$ cat config.mk
export PLATFORM = sky130hd
export DESIGN_NAME = rs_decode_delay_line
export DESIGN_NICKNAME = d
export VERILOG_FILES = /design/src/rtl/rs_decode_delay_line.sv
export SDC_FILE = /design/constraint.sdc
export NUM_CORES = 2
export LEC_CHECK = 0
export ABC_AREA = 1
export CAP_MARGIN = 20
export CORE_MARGIN = 5
export CORE_UTILIZATION = 45
export DETAILED_ROUTE_END_ITERATION = 8
export PLACE_DENSITY_LB_ADDON = 0.05
export SETUP_SLACK_MARGIN = 0.5
export SKIP_LAST_GASP = 1
export SLEW_MARGIN = 20
export SYNTH_ARGS = -nofsm -noshare
export SYNTH_HDL_FRONTEND = slang
export SYNTH_SLANG_ARGS = --single-unit
$ cat constraint.sdc
create_clock -name CLK -period 2.57 [get_ports CLK]
set_input_delay 0.257 -clock CLK [delete_from_list [all_inputs] [get_ports CLK]]
set_output_delay 0.257 -clock CLK [all_outputs]
set_load 0.02 [all_outputs]
$ cat src/rtl/rs_decode_delay_line.sv
// Programmable sample delay line: circular buffer with a fixed pointer
// separation equal to the delay currently in force. Output is masked to
// zero until the line has been primed with curDelay enabled samples.
module rs_decode_delay_line #(
  parameter int unsigned DATA_WIDTH    = 8,
  parameter int unsigned DEPTH         = 264,
  parameter int unsigned ADDR_WIDTH    = 9,
  parameter int unsigned DEFAULT_DELAY = 264
) (
  input  logic                  CLK,
  input  logic                  RESET,
  input  logic                  enable,
  input  logic                  cfgLoad,
  input  logic [ADDR_WIDTH-1:0] delayCfg,
  input  logic [DATA_WIDTH-1:0] dataIn,
  output logic [DATA_WIDTH-1:0] dataOut,
  output logic                  validOut,
  output logic [ADDR_WIDTH-1:0] curDelay
);

  localparam logic [ADDR_WIDTH-1:0] DEPTH_A   = ADDR_WIDTH'(DEPTH);
  localparam logic [ADDR_WIDTH-1:0] LAST_A    = ADDR_WIDTH'(DEPTH - 1);
  localparam logic [ADDR_WIDTH-1:0] DEF_A     = ADDR_WIDTH'(DEFAULT_DELAY);
  localparam logic [ADDR_WIDTH-1:0] RD_INIT_A = ADDR_WIDTH'(DEPTH - DEFAULT_DELAY);

  logic [DATA_WIDTH-1:0] mem [DEPTH];
  logic [ADDR_WIDTH-1:0] wrPtr;
  logic [ADDR_WIDTH-1:0] rdPtr;
  logic [ADDR_WIDTH-1:0] fillCnt;
  logic [ADDR_WIDTH-1:0] clampedDelay;
  logic                  primed;
  logic                  advance;

  // Pointer increment wrapping DEPTH-1 -> 0
  function automatic logic [ADDR_WIDTH-1:0] bumpPtr(input logic [ADDR_WIDTH-1:0] p);
    return (p == LAST_A) ? '0 : p + ADDR_WIDTH'(1);
  endfunction

  // Requested delay limited to 1..DEPTH
  always_comb begin
    clampedDelay = delayCfg;
    if (delayCfg == '0) begin
      clampedDelay = ADDR_WIDTH'(1);
    end else if (delayCfg > DEPTH_A) begin
      clampedDelay = DEPTH_A;
    end
  end

  // A reconfiguration edge swallows the sample presented with it
  assign advance = enable && !cfgLoad;
  assign primed  = (fillCnt == curDelay);

  // Sample storage; no reset so it maps onto a plain dual-port RAM
  always_ff @(posedge CLK) begin
    if (advance) begin
      mem[wrPtr] <= dataIn;
    end
  end

  // Pointers, fill tracking, delay register and masked registered output
  always_ff @(posedge CLK or posedge RESET) begin
    if (RESET) begin
      wrPtr    <= '0;
      rdPtr    <= RD_INIT_A;
      fillCnt  <= '0;
      dataOut  <= '0;
      validOut <= 1'b0;
      curDelay <= DEF_A;
    end else if (cfgLoad) begin
      wrPtr    <= '0;
      rdPtr    <= DEPTH_A - clampedDelay;
      fillCnt  <= '0;
      dataOut  <= '0;
      validOut <= 1'b0;
      curDelay <= clampedDelay;
    end else if (enable) begin
      wrPtr    <= bumpPtr(wrPtr);
      rdPtr    <= bumpPtr(rdPtr);
      if (!primed) begin
        fillCnt <= fillCnt + ADDR_WIDTH'(1);
      end
      // When read and write addresses coincide the read sees the old word
      dataOut  <= primed ? mem[rdPtr] : '0;
      validOut <= primed;
    end
  end

endmodule
==> parameters.txt <==
Parameter                              Value

Global routing
  First-pass GRT wire length ... between 400000 and 500000 um
  Number of antenna violations at the first check in global routing ... 8
  Total global routing overflow ... 0
  Number of global-route vias before repair ... slightly above 60000
  Pin count of the biggest net entering global routing ... 70
  All-layer global routing usage ... a little over a quarter

Setup path
  Kind of critical path ... reg2reg
  Crit Reg-Reg Endpoint ... dataOut[2]
  Worst Path Required ... roughly 3.4 ns
  Reg-to-Reg Start ... rdPtr[0]
  CP endpoint kind ... flip-flop
  Cell count of the worst reg-to-reg path ... 18
  Kind of launch point of the worst setup path ... flip-flop
  Largest fanout on the critical path ... 15
  R2R Setup Slk ... -0.14 ns
  CP Data Arrival Time ... about 3.5 ns

STA
  Max-Slew Margin vs Limit ... between 30 and 40%
  Worst path setup slack after routing ... -0.138 ns
  Count of final hold-check violations ... 0
  Measured slew at the worst slew-check pin ... 0.975 ns
  Post-route minimum period ... 2.71 ns
  Part of the cycle the worst path needs ... 105%
  FMAX ... between 300 and 400 MHz
  Min Hold Slack ... about 0.11 ns
  Pins over their slew limit ... 0
  Final worst clock skew ... ~0.03 ns
  Final-report setup violation count ... 8
  Unrepaired setup endpoints after global routing ... yes

Outcome
  Violations in the final reports ... negative setup slack
  Status ... finished, violations left

Logic synthesis
  Count of warnings emitted by yosys ... 0
  Dominant cell by count in the synthesized netlist ... sky130_fd_sc_hd__edfxtp_1
  Synth unique cells ... 38
  Area share of the largest cell type after synthesis ... a little over two thirds
  Synthesized-area fraction occupied by xor and xnor cells ... 0.165%
  Biggest area contributors in the synthesized netlist ... sky130_fd_sc_hd__edfxtp_1, sky130_fd_sc_hd__nand2_1, sky130_fd_sc_hd__nor2_1, sky130_fd_sc_hd__nand3_1, sky130_fd_sc_hd__o21ai_0
  Most numerous cell types in the synthesized netlist ... sky130_fd_sc_hd__edfxtp_1, sky130_fd_sc_hd__nand2_1, sky130_fd_sc_hd__nor2_1
  Cell type with the largest total area after synthesis ... sky130_fd_sc_hd__edfxtp_1
  Share of the synthesized area in compound gates (AO/OA/AOI/OAI) ... under 10%
  Main combinational cell family by area after synthesis ... simple AND/OR/NAND/NOR gates
  Number of cells produced by synthesis ... 8129
  Post-Syn Nets ... 8157
  Count of flip-flops with a built-in enable after synthesis ... around 2100
  Share of synthesized area spent on multiplexers ... 0%
  Simple logic cell fraction of the synthesized area ... 17.2%
  Mapped Area ... roughly 90000 um^2
  Arithmetic-cell share of the synthesized area counting full adders, half adders and majority gates ... 0.0970%
  FF+latch count, synth ... roughly 2200
  Synthesized area per cell ... around 11 um^2
  Async set or reset register ratio after synthesis ... roughly 2.1%
  Most used flip-flop cell after synthesis ... sky130_fd_sc_hd__edfxtp_1
  Portion of the post-synthesis area used by sequential elements ... between 70% and 80%

CTS
  Clk buf depth ... 3
  Clock latency on the worst-skew pair ... between 0.8 and 0.9 ns
  Clock tree from TritonCTS ... done
  Library cell used as clock root buffer ... sky130_fd_sc_hd__clkbuf_16
  Sink count of the clock tree ... roughly 2200
  Clock input transition at the sequential cells of the worst setup and hold paths ... approximately 0.060 ns
  CTS HTree Levels ... 4
  Total clock buffers created by CTS ... roughly 230

Final layout
  Share of cells above drive strength 1 ... ~17%
  Fill cell total of the finished layout ... about 17000
  Total area of sequential cells ... approximately 65000 um^2
  Relative area change from synthesis to final layout ... 22.5%
  Share of the core filled with cells ... between 50% and 60%
  Area of combinational cells with multiple inputs ... between 20000 and 25000 um^2
  Final net count ... just under 9000

Floorplan
  Top-level I/O count ... 39
  Number of core rows ... between 150 and 200
  Core area ... ~200000 um^2
  Die Span Y ... 458 um
  Die Outline Area ... between 200000 and 250000 um^2
  Die X ... 458 um
  Starting utilization of the core area ... a little under half

Placement
  Number of buffers added on ports ... 38
  Routability congestion estimate from global placement ... 0.857
  Placed wire-length estimate ... 177000 um

Worst hold path
  Hold depth ... 3
  Worst hold path type ... in2reg
  Worst min-delay path endpoint ... curDelay[8]
  Min-delay src ... delayCfg[8]

Route
  Routed length per instance ... roughly 25 um
  Post-route DRC ... 0
  ANT nets after route ... 0
  Final routed wirelength across all metal layers ... 287000 um
  Count of TritonRoute iterations in the first routing pass ... 6
  Number of DRC markers in iteration 0 ... roughly 6200
  Ratio of routed vias to standard cells ... 5.39
  Via total after detailed routing ... between 60000 and 70000

Job
  Total of max-cap violations ... 0

Power
  VDD IR-drop max ... between 0.7 and 0.8 mV
  Static power due to leakage ... roughly 42 nW
  Cell area power density ... 778 nW/um^2
[per-layer routing]
metal  vias up  share of wire [%]  global-route usage, %
met1     31200                 43                   37.9
met3       443                6.3                   3.59
li1      29300                  -                      -
met4         0                3.3                   8.58
met2      2167                 47                   43.5
met5         -                  0                      0
[metrics by stage]
step / TNS (ns) / cell area, um^2 / std cells / power (W) / setup slack (ns)
global route: -1.71 / 111000 / 11700 / 0.0890 / -0.204
CTS: -0.800 / 110000 / 11700 / 0.0861 / -0.117
floorplan: 0 / 90500 / 8129 / 0.0462 / 0.379
finish: -0.969 / 111000 / 11700 / 0.0860 / -0.138
detailed placement: -7.38 / 101000 / 11200 / 0.0531 / -0.719
global placement: -7.17 / 101000 / 11200 / 0.0531 / -0.726
[flip-flops by register name, indices dropped and copies added (netlist names)]
signal and flops:
curDelay 9, rdPtr 9, mem 2112, dataOut 8, validOut 1, fillCnt 9
wrPtr 9
[worst max-delay path by stage]
stage | start | endpoint | depth (start not counted)
floorplan | cfgLoad | mem[14][0] | 8
global placement | rdPtr[1] | dataOut[1] | 17
detailed placement | rdPtr[1] | dataOut[1] | 17
CTS | rdPtr[0] | dataOut[0] | 19
global route | rdPtr[0] | dataOut[4] | 17
finish | rdPtr[0] | dataOut[2] | 18
[logic make-up after synthesis]
family | after synthesis
buffers and inverters | 976
xor gates and xnor gates | 17
AOI/OAI and AO/OA | 1053
and+or+nand+nor | 3919
adders and majority gates | 7
DFF | 2157
[critical path, cell delays in order, from the launching register on]
cell and delay [ns]:
sky130_fd_sc_hd__dfrtp_4 0.54, sky130_fd_sc_hd__buf_12 0.17, sky130_fd_sc_hd__inv_16 0.11, sky130_fd_sc_hd__buf_12 0.17, sky130_fd_sc_hd__buf_16 0.17, sky130_fd_sc_hd__buf_12 0.15, sky130_fd_sc_hd__nand2_1 0.05, sky130_fd_sc_hd__nand2_1 0.06
sky130_fd_sc_hd__nand2_1 0.05, sky130_fd_sc_hd__nand3_1 0.08, sky130_fd_sc_hd__nand3_1 0.09, sky130_fd_sc_hd__nand2_1 0.10, sky130_fd_sc_hd__nand3_2 0.14, sky130_fd_sc_hd__nand3_1 0.15, sky130_fd_sc_hd__buf_4 0.18, sky130_fd_sc_hd__nand3_4 0.12
sky130_fd_sc_hd__nand3_1 0.12, sky130_fd_sc_hd__nand2_1 0.07, sky130_fd_sc_hd__nand2_1 0.06
[layout by cell type (no fill, tap or decap), types with 87 or more instances in the layout]
cell and instances:
sky130_fd_sc_hd__o21ai_1 245, sky130_fd_sc_hd__nor2_2 87, sky130_fd_sc_hd__o21ai_0 507, sky130_fd_sc_hd__nand2_1 1800, sky130_fd_sc_hd__edfxtp_1 2112, sky130_fd_sc_hd__inv_1 460, sky130_fd_sc_hd__a21oi_1 107, sky130_fd_sc_hd__buf_12 171
sky130_fd_sc_hd__o211ai_1 121, sky130_fd_sc_hd__nor2_1 1347, sky130_fd_sc_hd__buf_4 684, sky130_fd_sc_hd__clkbuf_16 240, sky130_fd_sc_hd__nand3_1 518
[area by class of cell]
class                   count  share of cell area, %
repair buffers            987                   9.94
flip-flops and latches   2157                   58.4
well taps                2656                   3.01
diodes                      2                0.00453
inverters                 492                   1.71
multi-input cells        4996                   20.4
clock inverters           142                   1.13
clock buffers             282                   5.40
repair inverters            2                 0.0260
[report_power, final]
group          total, W  switching, W  internal (W)
Sequential       0.0388      0.000113        0.0387
Combinational    0.0151       0.00972       0.00536
Clock            0.0321        0.0140        0.0182
Total            0.0860        0.0238        0.0622
[repair_timing]
action                                 4_1_cts  5_1_grt
endpoints found under the hold margin      364        0
setup endpoints to repair                  439      630
resized for setup                          218      160
pin swaps                                   29       53
gates cloned                                24       11
hold buffers                                 9        0
setup buffers                               30       11
(Power assumes the default switching activity.)
